File: config.mk
export PLATFORM = sky130hd
export DESIGN_NAME = hclk_rate_meter
export DESIGN_NICKNAME = d
export VERILOG_FILES = /design/src/rtl/hclk_rate_meter_pkg.sv /design/src/rtl/hclk_sync_edge.sv /design/src/rtl/hclk_rate_meter.sv
export SDC_FILE = /design/constraint.sdc
export NUM_CORES = 1
export LEC_CHECK = 0
export BUFFER_PORTS_ARGS = -buffer_cell sky130_fd_sc_hd__buf_2
export CAP_MARGIN = 40
export CORE_MARGIN = 4
export CORE_UTILIZATION = 30
export DETAILED_ROUTE_END_ITERATION = 16
export GPL_ROUTABILITY_DRIVEN = 0
export SYNTH_ARGS = -nofsm -noshare
export SYNTH_HDL_FRONTEND = slang
export SYNTH_SLANG_ARGS = --single-unit
File: constraint.sdc
create_clock -name clk -period 4.5 [get_ports clk]
set_clock_uncertainty 0.1 [all_clocks]
set_input_delay 0.9 -clock clk [delete_from_list [all_inputs] [get_ports clk]]
set_output_delay 0.9 -clock clk [all_outputs]
set_load 0.05 [all_outputs]
File: src/rtl/hclk_rate_meter_pkg.sv
// Shared types and sizing helpers for the divided-clock rate meter.
// Used by hclk_rate_meter and hclk_sync_edge.
package hclk_rate_meter_pkg;

    typedef enum logic [1:0] {
        IDLE   = 2'd0,
        SETTLE = 2'd1,
        GATE   = 2'd2,
        REPORT = 2'd3
    } state_t;

    // One cycle per synchroniser flop plus one for the prev-sample flop,
    // so a stale edge from the previous channel cannot leak into the gate.
    function automatic int settle_cycles(input int sync_stages);
        return sync_stages + 1;
    endfunction

    function automatic int ch_width(input int num_ch);
        return (num_ch > 1) ? $clog2(num_ch) : 1;
    endfunction

endpackage

File: src/rtl/hclk_sync_edge.sv
// Multi-flop synchroniser for one divided-clock input followed by a
// prev-sample flop; rise_o is high for one clk cycle per rising edge.
module hclk_sync_edge
    import hclk_rate_meter_pkg::*;
#(
    parameter int SYNC_STAGES = 2
) (
    input  logic clk,
    input  logic resetn,
    input  logic d_i,
    output logic rise_o
);

    logic [SYNC_STAGES-1:0] sync_q;
    logic                   prev_q;

    always_ff @(posedge clk or negedge resetn) begin
        if (!resetn) begin
            sync_q <= '0;
            prev_q <= 1'b0;
        end else begin
            sync_q <= {sync_q[SYNC_STAGES-2:0], d_i};
            prev_q <= sync_q[SYNC_STAGES-1];
        end
    end

    assign rise_o = sync_q[SYNC_STAGES-1] & ~prev_q;

endmodule

File: src/rtl/hclk_rate_meter.sv
// Round-robin rising-edge counter for divided clocks over a 2**GATE_LOG2 gate.
// Define HCLK_RATE_METER_CONTINUOUS_EN to keep sweeping instead of idling.
module hclk_rate_meter
    import hclk_rate_meter_pkg::*;
#(
    parameter  int NUM_CH      = 4,
    parameter  int GATE_LOG2   = 20,
    parameter  int CNT_W       = 16,
    parameter  int SYNC_STAGES = 2,
    localparam int CH_W        = ch_width(NUM_CH)
) (
    input  logic              clk,
    input  logic              resetn,
    input  logic [NUM_CH-1:0] hclk_i,
    input  logic              start_i,
    output logic              busy_o,
    output logic [CH_W-1:0]   ch_o,
    output logic [CNT_W-1:0]  count_o,
    output logic              valid_o,
    output logic              ovf_o,
    output logic              sweep_done_o
);

    localparam int                   SETTLE_LEN  = settle_cycles(SYNC_STAGES);
    localparam int                   SET_W       = $clog2(SETTLE_LEN);
    localparam logic [SET_W-1:0]     SETTLE_LAST = SET_W'(SETTLE_LEN - 1);
    localparam logic [GATE_LOG2:0]   GATE_LAST   = {1'b0, {GATE_LOG2{1'b1}}};
    localparam logic [CH_W-1:0]      CH_LAST     = CH_W'(NUM_CH - 1);
    localparam logic [CNT_W-1:0]     CNT_MAX     = '1;

    logic [NUM_CH-1:0]      rise;
    logic [(1<<CH_W)-1:0]   rise_pad;
    logic                   rise_sel;

    state_t                 state_q;
    logic [CH_W-1:0]        ch_q;
    logic [SET_W-1:0]       settle_q;
    logic [GATE_LOG2:0]     gate_q;
    logic [CNT_W-1:0]       cnt_q, cnt_d;
    logic                   ovf_q, ovf_d;

    logic                   busy_q;
    logic                   valid_q;
    logic                   done_q;
    logic [CH_W-1:0]        rep_ch_q;
    logic [CNT_W-1:0]       rep_cnt_q;
    logic                   rep_ovf_q;

    // Edge detectors run on every channel all the time; only the mux is switched.
    for (genvar g = 0; g < NUM_CH; g++) begin : g_ch
        hclk_sync_edge #(
            .SYNC_STAGES (SYNC_STAGES)
        ) u_sync_edge (
            .clk    (clk),
            .resetn (resetn),
            .d_i    (hclk_i[g]),
            .rise_o (rise[g])
        );
    end

    always_comb begin
        rise_pad               = '0;
        rise_pad[NUM_CH-1:0]   = rise;
    end

    assign rise_sel = rise_pad[ch_q];

    // Saturating edge counter; ovf latches on any edge lost to saturation.
    always_comb begin
        cnt_d = cnt_q;
        ovf_d = ovf_q;
        if (rise_sel) begin
            if (cnt_q == CNT_MAX) begin
                ovf_d = 1'b1;
            end else begin
                cnt_d = cnt_q + 1'b1;
            end
        end
    end

    always_ff @(posedge clk or negedge resetn) begin
        if (!resetn) begin
            state_q   <= IDLE;
            ch_q      <= '0;
            settle_q  <= '0;
            gate_q    <= '0;
            cnt_q     <= '0;
            ovf_q     <= 1'b0;
            busy_q    <= 1'b0;
            valid_q   <= 1'b0;
            done_q    <= 1'b0;
            rep_ch_q  <= '0;
            rep_cnt_q <= '0;
            rep_ovf_q <= 1'b0;
        end else begin
            valid_q <= 1'b0;
            done_q  <= 1'b0;
            case (state_q)
                IDLE: begin
                    busy_q <= start_i;
                    if (start_i) begin
                        state_q  <= SETTLE;
                        ch_q     <= '0;
                        settle_q <= '0;
                    end
                end
                SETTLE: begin
                    busy_q <= 1'b1;
                    cnt_q  <= '0;
                    ovf_q  <= 1'b0;
                    if (settle_q == SETTLE_LAST) begin
                        state_q <= GATE;
                        gate_q  <= '0;
                    end else begin
                        settle_q <= settle_q + 1'b1;
                    end
                end
                GATE: begin
                    busy_q <= 1'b1;
                    cnt_q  <= cnt_d;
                    ovf_q  <= ovf_d;
                    if (gate_q == GATE_LAST) begin
                        state_q <= REPORT;
                    end else begin
                        gate_q <= gate_q + 1'b1;
                    end
                end
                REPORT: begin
                    // busy stays high through the cycle valid_o is visible.
                    busy_q    <= 1'b1;
                    valid_q   <= 1'b1;
                    rep_ch_q  <= ch_q;
                    rep_cnt_q <= cnt_q;
                    rep_ovf_q <= ovf_q;
                    cnt_q     <= '0;
                    ovf_q     <= 1'b0;
                    settle_q  <= '0;
                    if (ch_q == CH_LAST) begin
                        done_q <= 1'b1;
`ifdef HCLK_RATE_METER_CONTINUOUS_EN
                        state_q <= SETTLE;
                        ch_q    <= '0;
`else
                        state_q <= IDLE;
`endif
                    end else begin
                        state_q <= SETTLE;
                        ch_q    <= ch_q + 1'b1;
                    end
                end
                default: begin
                    state_q <= IDLE;
                    busy_q  <= 1'b0;
                end
            endcase
        end
    end

    assign busy_o       = busy_q;
    assign ch_o         = rep_ch_q;
    assign count_o      = rep_cnt_q;
    assign valid_o      = valid_q;
    assign ovf_o        = rep_ovf_q;
    assign sweep_done_o = done_q;

endmodule
# --- Word level (Yosys, flattened, before mapping) ---
# Cells that the tools add are included.
totals:
  register_bits: 78
  latchBits: 0
  mem_bits_rw: 0
  romBits: 0
  input_bits: 7
  output_inout_bits: 22
  memories: 0
op_classes:
  add_sub_neg: 4
  n_mul: 0
  div: 0
  magnitude_cmp: 1
  n_eq_ne: 16
  shift: 0
  n_mux: 25
  n_bitwise: 8
  n_reduce_logical: 13
op_table:
  columns: ["cell", "count"]
  rows:
  - ["$mux 21", 2]
  - ["$pmux 21 s2", 1]
  - ["$mux 16", 2]
  - ["$pmux 16 s2", 1]
  - ["$add 21x1->21 const B", 1]
  - ["$eq 21x20->1 const B", 1]
  - ["$ne 2x2->1 const B", 9]
  - ["$reduce_and 3->1", 6]
  - ["$add 16x1->16 const B", 1]
  - ["$eq 16x16->1 const B", 1]
  - ["$mux 2", 6]
  - ["$eq 2x2->1 const B", 4]
  - ["$pmux 2 s4", 1]
  - ["$mux 1", 7]
  - ["$pmux 2 s3", 1]
  - ["$reduce_bool 2->1", 3]
  - ["$add 2x1->2 const B", 2]
  - ["$and 1x1->1", 4]
  - ["$not 1->1", 4]
  - ["$pmux 1 s2", 2]
  - ["$pmux 2 s2", 1]
  - ["$lt 2x3->1 const B", 1]
  - ["$reduce_bool 3->1", 1]
  - ["$reduce_or 3->1", 1]
  - ["other kinds (4)", 4]

# --- Depth between registers and ports, before layout ---
logic_depth:
  ltp_word: 6
  mapped_depth: 8
  depth_no_buf: 7

# --- Hierarchy ---
# From an unflattened synthesis, not the netlist that was laid out.
unflattened:
  hier_cells: 418
  hier_area_um2: 4190.3
by_module_without_submodules:
  columns: ["mod", "instances", "cells_per_inst", "area_per_inst_um2", "seq_area_each_um2"]
  rows:
  - ["hclk_rate_meter", 1, 402, 3834.9, 1651.6]
  - ["hclk_sync_edge", 4, 4, 88.8, 75.1]

# --- Least setup slack after synthesis ---
# Ideal clock, no wire load.
synth_timing:
  path_type: "register -> register"
  startpoint: "register state_q[0]"
  endpoint: "register cnt_q[7]"
  t_arrival_ns: 2.003
  slack_ns: 2.307
  stages_incl_launch_ff: 9
  path_cell_list: "dfrtp_1 -> inv_1 -> ha_1 -> nand2_1 -> o2111ai_1 -> a211o_1 -> or3_4 -> buf_12 -> o31ai_4"
synth_via:
  elab_chain_len: 4
  word_cells_on_any_way: 9
synth_rtl:
  columns: ["element", "line_no", "rtl"]
  rows:
  - ["from (decl)", "hclk_rate_meter.sv:35", "state_t state_q;"]
  - ["from (signal assigned)", "hclk_rate_meter.sv:83", "state_q <= IDLE;"]
  - ["from (signal assigned)", "hclk_rate_meter.sv:102", "state_q <= SETTLE;"]
  - ["from (signal assigned)", "hclk_rate_meter.sv:112", "state_q <= GATE;"]
  - ["$eq 2x2->1 or $eq 2x1->1 (tied branches)", "hclk_rate_meter.sv:98", "case (state_q)"]
  - ["$reduce_or 2->1 (no line)", null, null]
  - ["$reduce_bool 2->1 (no line)", null, null]
  - ["$reduce_and 3->1 (no line)", null, null]
  - ["to (signal assigned)", "hclk_rate_meter.sv:120", "cnt_q <= cnt_d;"]
  - ["to (decl)", "hclk_rate_meter.sv:39", "logic [CNT_W-1:0] cnt_q, cnt_d;"]
# Several ways; a longest one is shown, not always the timed one.
# A chain may end at the register's enable or synchronous reset.

# --- Final worst setup path ---
layout_timing:
  startpoint: "register state_q[0]"
  endpoint: "register cnt_q[9]"
# Same word-level chain as after synthesis.

==> PnR_summary.wiki <==
{| class="wikitable"
! Metric !! Value
|-
| Result of the run || complete, no violations
|-
| Share of the clock period used by the worst path || 72.1%
|-
| Area of combinational cells with multiple inputs || 1850 um2
|-
| Number of enable-type register cells in the synthesized netlist || 0
|-
| Setup Total Neg Slack || 0 ns
|-
| Initial antenna violation count || 0
|-
| Number of search-and-repair iterations in the first detailed-routing pass || 5
|-
| CP startpoint || state_q[0]
|-
| Data required time at the worst endpoint || 4.60 ns
|-
| Delay of the slowest cell on the worst path || 0.77 ns
|-
| Count of H-tree levels built during CTS || 3
|-
| Post-synthesis register bit count || 78
|-
| Number of setup violations in the final report || 0
|-
| Ys async rst share || 100%
|-
| TritonCTS clock tree || built
|-
| Total of warnings raised by yosys || 0
|-
| Relative contribution of combinational cells to total power || 4.2%
|-
| Launch point of the worst reg-to-reg path || state_q[0]
|-
| Element type at the critical path start || flop
|-
| Static leakage || 1.89 nW
|-
| Core area || 12,800 um2
|-
| Synthesized netlist net count || 384
|-
| Pwr Density || 325 nW/um2
|-
| Root buffer selected by CTS || clkbuf_16
|-
| Fill cell instance count of the final layout || 1,257
|-
| Highest net fanout along the worst path || 25
|-
| Hold wc startpoint || g_ch[1].u_sync_edge.sync_q[0]
|-
| Slowest cell on the critical path || ha_1
|-
| Via/cell ratio || 5.26
|-
| Proportion of layout cells with a drive suffix above 1 || 22.5%
|-
| TritonCTS sink count || 78
|-
| Storage element area || 1950 um2
|-
| Width of the die || 123 um
|-
| Via count of the first global-routing pass || 2,850
|-
| Type of the worst setup path || reg -> reg
|-
| Quantity of gates resized following cts || 0
|-
| Post-CTS setup-driven buffer insertion count || 0
|-
| Mapped Avg Cell Area || 10.8 um2
|-
| Final routed DRC violation total || 0
|-
| Number of max-capacitance violations reported || 0
|-
| Maximum buffer depth of the clock tree || 2
|-
| Wire length of the first global-routing pass || 14.3 mm
|-
| Drt total wl || 8.36 mm
|-
| Remaining antenna violation count after routing || 0
|-
| Sequential Power Share || 50.6%
|-
| Least-Margin Pin Slew || 0.888 ns
|-
| Chip Height || 123 um
|-
| Effective utilization at floorplan || 31.0%
|-
| Max-slew violation count || 0
|-
| Antenna diode instance count || 0
|-
| Buffers and inverters on the worst path || 1
|-
| Grt total ovfl || 0
|-
| Highest achievable clock rate || 308 MHz
|-
| Number of unique standard cell types used by synthesis || 54
|-
| Top delay family on crit path || compound AO/OA/AOI/OAI gates
|-
| Routed WL per cell || 14.7 um
|-
| Dominant synthesized flop cell || dfrtp_1
|-
| Total internal power || 1.13 mW
|-
| Final hold violation count || 0
|-
| Highest ir drop seen on vdd || 0.000150 V
|-
| Maximum number of pins on one net before global-route repair || 50
|-
| Area growth from synthesis to layout || 14.4%
|-
| Core utilization of the finished layout || 35.4%
|-
| Clk_lat worst skew || 0.33 ns
|-
| Proportion of power drawn by the clock network || 45.3%
|-
| Hold/Removal Path Class || reg -> reg
|-
| Number of buffers created by CTS || 9
|-
| Crit path arrival time || 3.34 ns
|-
| Switch share || 23.1%
|-
| Fraction of the yosys area taken by sequential cells || 49.3%
|-
| Number of cell rows || 41
|-
| Hold path cells || 0
|-
| Unrepaired setup endpoints after global routing || false
|-
| Clock transition at the registers of the reported paths || 0.06 ns
|-
| HPWL after detailed placement || 5.59 mm
|-
| Synthesized netlist cell count || 368
|-
| Number of nets in the layout || 407
|-
| Combined area of all synthesized cells || 3960 um2
|-
| Count of hold buffers inserted by post-cts repair || 0
|-
| Boundary pin count || 29
|-
| Power spent charging and discharging nets || 0.341 mW
|-
| Reg2Reg Depth || 7
|-
| Endpoint of the worst hold-timing path || g_ch[1].u_sync_edge.sync_q[1]
|-
| Number of port buffers || 28
|-
| Flop-to-flop setup slack || 1.26 ns
|-
| Endpoint type of the worst setup path || flop
|-
| Reg-to-reg critical path endpoint || cnt_q[9]
|-
| Starting DRC count in detailed routing || 161
|-
| Time the final worst path needs with I/O delays and setup || 3.24 ns
|-
| Number of vias after detailed routing || 2,988
|-
| Cell-by-cell listing of the critical path || inv_1, ha_1, nand2_1, o32ai_1, a211o_1, or3_4, o41ai_2
|-
| Die ar. || 15,100 um2
|-
| Max_slew headroom || 40.8%
|-
| Global-route usage over all layers || 11.9%
|}
registers in the layout, indices dropped and copies added (netlist names):
name	flops
valid_o	1
ovf_q	1
settle_q	2
cnt_q	16
busy_o	1
g_ch.u_sync_edge.sync_q	8
ovf_o	1
count_o	16
sweep_done_o	1
state_q	2
ch_o	2
g_ch.u_sync_edge.prev_q	4
gate_q	21
ch_q	2
cell type report:
class	count	share of cell area, %
clock buffers	11	5.36
repair buffers	31	4.09
well taps	172	4.75
clock inverters	5	0.774
multi-input cells	258	40.8
flip-flops and latches	78	43.1
inverters	13	1.08
logic make-up after synthesis:
logic type | Yosys count | synth area share [%]
muxes | 24 | 6.73
DFF | 78 | 49.3
and+or+nand+nor | 131 | 18.4
buffers and inverters | 32 | 3.98
AOI/OAI and AO/OA | 94 | 18.7
adders and majority gates | 9 | 2.84
per-layer routing:
| layer | share of wire [%] | wire length [um] | vias up | global-route usage, % |
|---|---|---|---|---|
| met3 | 3.1 | 261 | 15 | 2.35 |
| met2 | 45 | 3740 | 67 | 17.4 |
| li1 | - | - | 1443 | - |
| met1 | 50 | 4190 | 1463 | 17.2 |
| met5 | 0 | 0 | - | 0 |
| met4 | 2.0 | 165 | 0 | 5.18 |
metrics by stage:
stage	hold slack (ns)	area [um2]	total power, mW	setup slack [ns]	std cells
after detailed placement	0.236	4250	0.820	1.29	552
final	0.250	4530	1.47	1.26	568
after global placement	0.234	4220	0.814	1.39	551
after CTS	0.250	4530	1.50	1.26	568
after global routing	0.251	4530	1.54	0.977	568
after floorplan	0.231	3960	0.787	2.31	368
worst register-to-register path, stage by stage (launching register included):
cell	delay, ns
dfrtp_1	0.41
inv_1	0.16
ha_1	0.77
nand2_1	0.20
o32ai_1	0.33
a211o_1	0.59
or3_4	0.44
o41ai_2	0.12
cells in the mapped netlist, types with 4 or more instances:
| cell | count | area share (%) |
|---|---|---|
| nor2b_1 | 4 | 0.63 |
| nand2_1 | 31 | 2.9 |
| clkbuf_1 | 11 | 1.0 |
| or3_1 | 4 | 0.63 |
| a21oi_1 | 14 | 1.8 |
| nand3_1 | 23 | 2.9 |
| o21ai_0 | 14 | 1.8 |
| o31ai_4 | 5 | 2.7 |
| ha_1 | 9 | 2.8 |
| nand4_1 | 9 | 1.4 |
| nor4_1 | 6 | 0.95 |
| and4_1 | 4 | 0.88 |
| o211ai_1 | 9 | 1.7 |
| dfrtp_1 | 78 | 49 |
| and2_1 | 4 | 0.63 |
| or4_1 | 8 | 1.5 |
| nor2_1 | 15 | 1.4 |
| inv_1 | 13 | 1.2 |
| mux2_2 | 21 | 6.0 |
| a31oi_1 | 8 | 1.3 |
| nand2b_1 | 6 | 0.95 |
| o31ai_1 | 18 | 3.4 |
| nor3_1 | 6 | 0.76 |
worst max path at each step:
stage	to	slack, ns	cells after the start
final	cnt_q[9]	1.26	7
after global routing	cnt_q[9]	0.98	7
after CTS	cnt_q[9]	1.26	7
after detailed placement	cnt_q[9]	1.29	7
after global placement	cnt_q[9]	1.39	7
after floorplan	cnt_q[7]	2.31	8
cell usage in the layout, fill, tap and decap left out, types with 9 or more instances in the layout:
master / Yosys / final
nand4_1: 9 / 9
nand2_1: 31 / 31
mux2_2: 21 / 21
nand3_1: 23 / 23
o31ai_1: 18 / 18
clkbuf_16: 0 / 9
nor2_1: 15 / 15
a21oi_1: 14 / 14
buf_2: 2 / 27
ha_1: 9 / 9
o21ai_0: 14 / 14
dfrtp_1: 78 / 78
o211ai_1: 9 / 9
inv_1: 13 / 13
power groups by stage:
stage	Clock, mW	Sequential (mW)	Combinational [mW]
final	0.667	0.745	0.0614
after detailed placement	0	0.757	0.0626
after floorplan	0	0.748	0.0393
after global routing	0.726	0.747	0.0715
after CTS	0.694	0.745	0.0635
after global placement	0	0.756	0.0585
Note: power is estimated with default switching activity, not from simulation.
